<file path="src/rtl/load_store_unit.sv">
// load_store_unit: MEM-stage data-memory access unit for RV32I.
// Checks alignment/funct3, drives a req/ack transaction towards data memory,
// generates byte enables and lane-replicated write data, and returns
// sign- or zero-extended load data. Every output is a flop.
module load_store_unit #(
   parameter int unsigned TIMEOUT_CYCLES = 32'd255
) (
   input  logic        clk,
   input  logic        rst_n,
   input  logic        start,
   input  logic        is_store,
   input  logic [2:0]  funct3,
   input  logic [31:0] addr,
   input  logic [31:0] store_data,
   output logic        busy,
   output logic        done,
   output logic        fault,
   output logic [31:0] load_data,
   output logic        mem_req,
   output logic        mem_we,
   output logic [31:0] mem_addr,
   output logic [31:0] mem_wdata,
   output logic [3:0]  mem_be,
   input  logic        mem_ack,
   input  logic [31:0] mem_rdata
);

   typedef enum logic [1:0] {
      IDLE = 2'b00,
      REQ  = 2'b01,
      RESP = 2'b10
   } state_t;

   // A zero timeout means "wait forever"; the last legal wait cycle index is TIMEOUT_CYCLES-1.
   localparam bit          TO_EN_C   = (TIMEOUT_CYCLES != 32'd0);
   localparam logic [31:0] TO_LAST_C = TIMEOUT_CYCLES - 32'd1;

   state_t      state_r, state_s;
   logic [2:0]  f3_r, f3_s;
   logic [1:0]  off_r, off_s;
   logic [31:0] cnt_r, cnt_s;
   logic        busy_s, done_s, fault_s, mem_req_s, mem_we_s;
   logic [31:0] load_data_s, mem_addr_s, mem_wdata_s;
   logic [3:0]  mem_be_s;

   // Legal width/sign code for the direction, and natural alignment for H/W.
   function automatic logic access_ok(input logic st, input logic [2:0] f3, input logic [1:0] off);
      logic ok;
      case (f3)
         3'b000:  ok = 1'b1;
         3'b001:  ok = (off[0] == 1'b0);
         3'b010:  ok = (off == 2'b00);
         3'b100:  ok = !st;
         3'b101:  ok = !st && (off[0] == 1'b0);
         default: ok = 1'b0;
      endcase
      return ok;
   endfunction

   // Byte-lane enables; BU/HU share encodings with B/H in the low two bits.
   function automatic logic [3:0] be_gen(input logic [2:0] f3, input logic [1:0] off);
      logic [3:0] be;
      case (f3[1:0])
         2'b00:   be = 4'b0001 << off;
         2'b01:   be = 4'b0011 << off;
         2'b10:   be = 4'b1111;
         default: be = 4'b0000;
      endcase
      return be;
   endfunction

   // Replicate the store operand so that whichever lanes are enabled carry the right bytes.
   function automatic logic [31:0] wdata_gen(input logic [2:0] f3, input logic [31:0] d);
      logic [31:0] w;
      case (f3[1:0])
         2'b00:   w = {4{d[7:0]}};
         2'b01:   w = {2{d[15:0]}};
         2'b10:   w = d;
         default: w = d;
      endcase
      return w;
   endfunction

   // Pick the addressed lane out of the read word and extend it.
   function automatic logic [31:0] load_ext(input logic [2:0] f3, input logic [1:0] off,
                                           input logic [31:0] rd);
      logic [31:0] sh;
      logic [31:0] r;
      sh = rd >> {off, 3'b000};
      case (f3)
         3'b000:  r = {{24{sh[7]}}, sh[7:0]};
         3'b100:  r = {24'h000000, sh[7:0]};
         3'b001:  r = {{16{sh[15]}}, sh[15:0]};
         3'b101:  r = {16'h0000, sh[15:0]};
         3'b010:  r = rd;
         default: r = rd;
      endcase
      return r;
   endfunction

   // Next-state and next-output logic; every register holds unless changed below.
   always_comb begin
      state_s     = state_r;
      f3_s        = f3_r;
      off_s       = off_r;
      cnt_s       = cnt_r;
      busy_s      = busy;
      done_s      = done;
      fault_s     = fault;
      load_data_s = load_data;
      mem_req_s   = mem_req;
      mem_we_s    = mem_we;
      mem_addr_s  = mem_addr;
      mem_wdata_s = mem_wdata;
      mem_be_s    = mem_be;
      case (state_r)
         IDLE: begin
            busy_s    = 1'b0;
            done_s    = 1'b0;
            fault_s   = 1'b0;
            mem_req_s = 1'b0;
            if (start) begin
               busy_s = 1'b1;
               if (access_ok(is_store, funct3, addr[1:0])) begin
                  state_s     = REQ;
                  mem_req_s   = 1'b1;
                  mem_we_s    = is_store;
                  mem_addr_s  = {addr[31:2], 2'b00};
                  mem_be_s    = be_gen(funct3, addr[1:0]);
                  mem_wdata_s = wdata_gen(funct3, store_data);
                  f3_s        = funct3;
                  off_s       = addr[1:0];
                  cnt_s       = 32'd0;
               end else begin
                  // Rejected before touching memory.
                  state_s = RESP;
                  done_s  = 1'b1;
                  fault_s = 1'b1;
               end
            end else begin
               state_s = IDLE;
            end
         end
         REQ: begin
            if (mem_ack) begin
               state_s   = RESP;
               mem_req_s = 1'b0;
               done_s    = 1'b1;
               fault_s   = 1'b0;
               if (!mem_we) begin
                  load_data_s = load_ext(f3_r, off_r, mem_rdata);
               end else begin
                  load_data_s = load_data;
               end
            end else if (TO_EN_C && (cnt_r == TO_LAST_C)) begin
               state_s   = RESP;
               mem_req_s = 1'b0;
               done_s    = 1'b1;
               fault_s   = 1'b1;
            end else begin
               cnt_s = cnt_r + 32'd1;
            end
         end
         RESP: begin
            state_s = IDLE;
            busy_s  = 1'b0;
            done_s  = 1'b0;
            fault_s = 1'b0;
         end
         default: begin
            state_s   = IDLE;
            busy_s    = 1'b0;
            done_s    = 1'b0;
            fault_s   = 1'b0;
            mem_req_s = 1'b0;
         end
      endcase
   end

   // State and output registers with synchronous active-low reset.
   always_ff @(posedge clk) begin
      if (!rst_n) begin
         state_r   <= IDLE;
         f3_r      <= 3'b000;
         off_r     <= 2'b00;
         cnt_r     <= 32'd0;
         busy      <= 1'b0;
         done      <= 1'b0;
         fault     <= 1'b0;
         load_data <= 32'd0;
         mem_req   <= 1'b0;
         mem_we    <= 1'b0;
         mem_addr  <= 32'd0;
         mem_wdata <= 32'd0;
         mem_be    <= 4'b0000;
      end else begin
         state_r   <= state_s;
         f3_r      <= f3_s;
         off_r     <= off_s;
         cnt_r     <= cnt_s;
         busy      <= busy_s;
         done      <= done_s;
         fault     <= fault_s;
         load_data <= load_data_s;
         mem_req   <= mem_req_s;
         mem_we    <= mem_we_s;
         mem_addr  <= mem_addr_s;
         mem_wdata <= mem_wdata_s;
         mem_be    <= mem_be_s;
      end
   end

endmodule

</file>
<file path="config.mk">
export PLATFORM = sky130hd
export DESIGN_NAME = load_store_unit
export DESIGN_NICKNAME = d
export VERILOG_FILES = /design/src/rtl/load_store_unit.sv
export SDC_FILE = /design/constraint.sdc
export NUM_CORES = 1
export LEC_CHECK = 0
export ABC_AREA = 1
export ABC_CLOCK_PERIOD_IN_PS = 3600
export CORE_MARGIN = 5
export CORE_UTILIZATION = 28
export DETAILED_ROUTE_END_ITERATION = 8
export GPL_TIMING_DRIVEN = 1
export PLACE_DENSITY = 0.55
export SYNTH_ARGS = -nofsm -noshare
export SYNTH_HDL_FRONTEND = slang
export SYNTH_SLANG_ARGS = --single-unit
</file>
<file path="constraint.sdc">
create_clock -name clk -period 3.6 [get_ports clk]
set_input_delay 0.9 -clock clk [delete_from_list [all_inputs] [get_ports clk]]
set_output_delay 0.9 -clock clk [all_outputs]
set_load 0.02 [all_outputs]
</file>
==> flow_summary.yaml, run 1 <==
cells_and_area:
  synthToLayoutAreaGrowth_pct: 40.2
  diodes: 0
  drive_gt1_share_pct: 4.78
  finalNetCount: 1411
  fin_cells: 1648
power:
  peakVddDrop_mv: 0.298
  p_total_w: 0.00426
  p_leak_nw: 3.99
  power_per_cell_area_nw_per_um2: 422
setup_path:
  path_class: "in2reg"
  path_max_fanout: 36
  cp_slowest_cell: "clkdlybuf4s50_1"
  r2r_start: "off_r[0]"
  reg2reg_depth: 8
  timing.critical_path.to_type: "register"
  critPathLaunchType: "input pin"
  rrSetupSlack_ns: 1.03
  crit_chain: "clkdlybuf4s50_1 > nor2_1 > nand2_1 > o21ai_1 > nand2_1 > nor2_4 > buf_4 > buf_4 > o21ai_0 > a31oi_1"
  cpPeakStageDelay_ns: 0.51
  crit_arrival_ns: 2.93
  worst_ep_required_time_ns: 3.95
  reg2reg_to: "load_data[12]"
timing:
  tightest_slew_ns: 0.696
  max_freq_ghz: 0.387
  setup_tns_ns: 0
  whs_ns: 0.462
  period_minus_slack_ns: 2.59
  rsz0062_at_grt: "false"
  finalSetupViolations: 0
  hold_viol: 0
  relSlewSlack_pct: 53.5
  skew_ns: 0.0136
  finalMaxSlewViolations: 0
  fin_crit_sh_pct: 71.8
routing:
  wirelength_um: 25600
  first_iter_violations: 490
  via_per_inst: 4.71
  first_pass_iters: 5
  wl_per_cell_um: 15.5
  vias: 7757
  drc: 0
  drt.antenna.violating_nets: 0
floorplanning:
  ioPinCount: 209
  die_y_um: 170
  dieArea_um2: 29100
  core_um2: 25300
  die_x_um: 170
  rows: 58
  initial_core_util_pct: 28.5
global_route:
  grt_max_degree: 66
  gr-total-overflow: 0
  track_usage_pct: 17.3
  grt_pass1_wl_um: 40400
  grt_pass1_vias: 7415
  antenna_found_initial: 1
logic_synthesis:
  syn-instance-count: 1129
  synthDistinctLibCells: 34
  synth_fa_ha_area_share_pct: 0.347
  synth_compound_gate_area_share_pct: 16.6
  syn_area_um2: 7210
  yosysWarnings: 0
  synth.mux.area_fraction_pct: 0
  syn_avg_cell_area_um2: 6.39
  ys_seq_area_share_pct: 39.2
  synth_top_family_by_area: "simple AND/OR/NAND/NOR gates"
  synth-seq-cells: 141
  synth_xor_area_share_pct: 1.21
  synth-simple-area-share_pct: 33.5
clock_tree:
  cts_made_buffers: 17
  cts.repair.resized: 0
  clk_latency_ns: 0.43
  cts_buffer_depth: 2
  clk_pin_slew_ns: 0.06
  holdBufCountCts: 0
  cts_sinks: 141
  root_buffer: "clkbuf_16"
  cts_htree_levels: 4
  cts_tree: "done"
  post_cts_buffers: 0
placement:
  portBuffers: 206
  dp.final_hpwl_um: 18700
  placed_cells: 1616
  gp_congestion: 0.881
min_path:
  min_path_cells: 2
  hold-path-endpoint: "mem_wdata[1]"
  min_path_type: "reg2reg"
  holdCritStartpoint: "mem_wdata[1]"
run:
  cap_violations: 0
status:
  outcome: "finished clean"
==> routing by layer <==
layer	up-vias	GRT usage, %	part of all wire [%]
met4	2	4.93	1.9
met5	-	0	0.051
li1	3966	-	-
met1	3516	23.0	46
met2	239	26.7	44
met3	34	5.97	8.0
==> worst max-delay path by stage <==
stage	start	to	slack (ns)	depth (start not counted)
after floorplan	addr[1]	mem_addr[26]	1.63	10
after global placement	addr[1]	mem_wdata[10]	0.61	10
after detailed placement	addr[1]	mem_be[2]	0.57	10
after CTS	addr[1]	mem_wdata[10]	1.01	10
after global routing	off_r[0]	load_data[12]	0.71	8
final	addr[0]	mem_wdata[10]	1.02	10
==> flip-flops by register name, summed over array words and instances (netlist names), 2 cells and up <==
signal and count:
state_r 2, mem_be 4, mem_addr 30, cnt_r 32
load_data 32, off_r 2, f3_r 3, mem_wdata 32
==> synthesized netlist by cell type, drive strengths merged <==
cell type | number | area share [%]
nand2 | 278 | 15
nor2 | 219 | 12
dfxtp | 141 | 39
o21ai | 111 | 7.7
a21oi | 103 | 7.2
inv | 87 | 4.6
nand3 | 79 | 5.6
clkbuf | 34 | 1.8
buf | 30 | 2.7
xor2 | 10 | 1.2
a31oi | 9 | 0.78
nand4 | 8 | 0.78
o211ai | 8 | 0.83
and3 | 3 | 0.26
ha | 2 | 0.35
nor3 | 2 | 0.14
a221oi | 1 | 0.12
and2 | 1 | 0.087
clkinv | 1 | 0.052
conb | 1 | 0.052
nor3b | 1 | 0.10
==> cell usage in the layout (no fill, tap or decap), types with 6 or more instances in the layout <==
cell type	instances
inv_1	83
o211ai_1	8
nor2_1	215
clkdlybuf4s50_1	205
nand2_1	274
buf_4	13
clkbuf_16	17
inv_6	6
nand4_1	7
dfxtp_1	141
xor2_1	10
o21ai_0	108
a21oi_1	102
a31oi_1	9
nand3_1	77
==> kinds of logic after synthesis <==
group	after synthesis
XOR/XNOR	10
other	1
flip-flops	141
AND/OR/NAND/NOR	591
adder cells (fa/ha/maj)	2
AO/OA/AOI/OAI	232
buffers and inverters	152
==> metrics by stage <==
step	util, %	instance area, um^2	setup WS [ns]
finish	40.0	10100	1.02
global route	40.0	10100	0.712
CTS	40.0	10100	1.01
detailed placement	37.5	9480	0.566
global placement	37.5	9480	0.611
floorplan	-	7210	1.63
==> critical path, delay by kind of cell <==
family          cells  cell delay [ns]
buf+inv             3             1.22
simple gates        4             0.44
compound gates      3             0.36
==> report_power, final <==
| part | leakage, nW | switching, W | internal (W) |
|---|---|---|---|
| Sequential | 1.15 | 0.0000400 | 0.00163 |
| Clock | 0.313 | 0.000789 | 0.00114 |
| Combinational | 2.53 | 0.000381 | 0.000288 |
| Total | 3.99 | 0.00121 | 0.00305 |
==> area by class of cell <==
class,count,area [um^2]
inverter,88,333
sequential,141,2820
clock inverter,14,194
fill,2727,15100
clock buffer,18,439
multi-input combinational,837,3730
tap,330,413
timing repair buffer,220,2170
No activity file was read; power rests on OpenSTA's default activity.
==> run 2, diff against run 1 <==
ABC_CLOCK_PERIOD_IN_PS = 2150   (was 3600)
PLACE_DENSITY = 0.57   (was 0.55)
clock period = 2.15 ns   (was 3.6 ns; I/O delays follow)
==> flow_summary.yaml, run 2 (same netlist as run 1, synthesis figures left out) <==
clock_tree:
  clk_latency_ns: 0.42
  cts_made_buffers: 17
  cts.repair.resized: 0
  clk_pin_slew_ns: 0.07
  root_buffer: "clkbuf_16"
  cts_buffer_depth: 2
  cts_tree: "done"
  post_cts_buffers: 0
  holdBufCountCts: 0
  cts_sinks: 141
  cts_htree_levels: 4
setup_path:
  crit_chain: "clkdlybuf4s50_1"
  critPathTopFamily: "buffers and inverters"
  rrSetupSlack_ns: 0.36
  critPathLaunchType: "register"
  path_class: "reg2out"
  crit_arrival_ns: 1.53
  timing.critical_path.to_type: "primary output"
  crit_buf_inv: 1
  path_max_fanout: 3
  cp_slowest_cell: "clkdlybuf4s50_1"
  cpPeakStageDelay_ns: 0.65
  worst_ep_required_time_ns: 1.61
floorplanning:
  ioPinCount: 209
  core_um2: 25300
  dieArea_um2: 29100
  rows: 58
  initial_core_util_pct: 28.5
  die_x_um: 170
  die_y_um: 170
routing:
  via_per_inst: 4.64
  vias: 7804
  drc: 0
  wl_per_cell_um: 15.3
  first_iter_violations: 479
  first_pass_iters: 4
  drt.antenna.violating_nets: 0
  wirelength_um: 25700
power:
  power_per_cell_area_nw_per_um2: 666
  peakVddDrop_mv: 0.511
  p_total_w: 0.00694
  p_leak_nw: 4.16
timing:
  relSlewSlack_pct: 59.3
  finalMaxSlewViolations: 0
  setup_tns_ns: 0
  whs_ns: 0.460
  max_freq_ghz: 0.484
  fin_crit_sh_pct: 96.1
  skew_ns: 0.0134
  hold_viol: 0
  finalSetupViolations: 0
  tightest_slew_ns: 0.608
  rsz0062_at_grt: "false"
  period_minus_slack_ns: 2.07
global_route:
  gr-total-overflow: 0
  antenna_found_initial: 0
  track_usage_pct: 17.5
  grt_max_degree: 67
  grt_pass1_wl_um: 41000
  grt_pass1_vias: 7752
cells_and_area:
  fin_cells: 1681
  synthToLayoutAreaGrowth_pct: 44.6
  diodes: 0
  design_area_um2: 10400
  largestRegisters: "cnt_r x32, load_data x32, mem_wdata x32"
  mostFrequentLayoutCell: "nand2_1"
  finalNetCount: 1445
  final_cell_mix: "nand2_1 (274), nor2_1 (215), clkdlybuf4s50_1 (205)"
  drive_gt1_share_pct: 7.11
placement:
  placed_area_um2: 9850
  dp.final_hpwl_um: 19200
  gp_congestion: 0.880
  portBuffers: 206
  placed_cells: 1650
min_path:
  min_path_type: "reg2reg"
run:
  cap_violations: 0
status:
  outcome: "finished clean"
run 2: routing by layer:
layer	up-vias	GRT usage, %	share of wire, %	routed length (um)
li1	4045	-	-	-
met1	3514	22.3	45	11600
met2	220	28.3	46	11800
met3	25	6.30	7.7	1990
met4	0	4.06	1.4	363
met5	-	0	0	0
run 2: metrics by stage:
stage / utilization [%] / setup WS (ns)
5_1_grt: 41.3 / 0.0405
6_report: 41.3 / 0.0834
4_1_cts: 41.3 / 0.0661
3_3_place_gp: 39.0 / -0.130
3_5_place_dp: 39.0 / -0.163
2_1_floorplan: - / 0.538
run 2: worst paths after layout:
| check | from | end | cells after the start |
|---|---|---|---|
| worst min register to register | mem_wdata[27] | mem_wdata[27] | 2 |
| worst max register to register | cnt_r[5] | cnt_r[26] | 11 |
| worst min-delay path | mem_wdata[27] | mem_wdata[27] | 2 |
| worst max-delay path | state_r[1] | done | 1 |
run 2: cell type report:
class | count | area (um^2)
Clock buffer | 17 | 425
Tap cell | 330 | 413
Timing Repair Buffer | 254 | 2540
Fill cell | 2695 | 14800
Sequential cell | 141 | 2820
Multi-Input combinational cell | 837 | 3730
Inverter | 88 | 333
Clock inverter | 14 | 151
run 2: report_power, final:
part	switching [W]	leakage (nW)	internal, W
registers	0.0000652	1.15	0.00272
clock network	0.00130	0.279	0.00164
logic	0.000659	2.73	0.000558
total	0.00202	4.16	0.00492
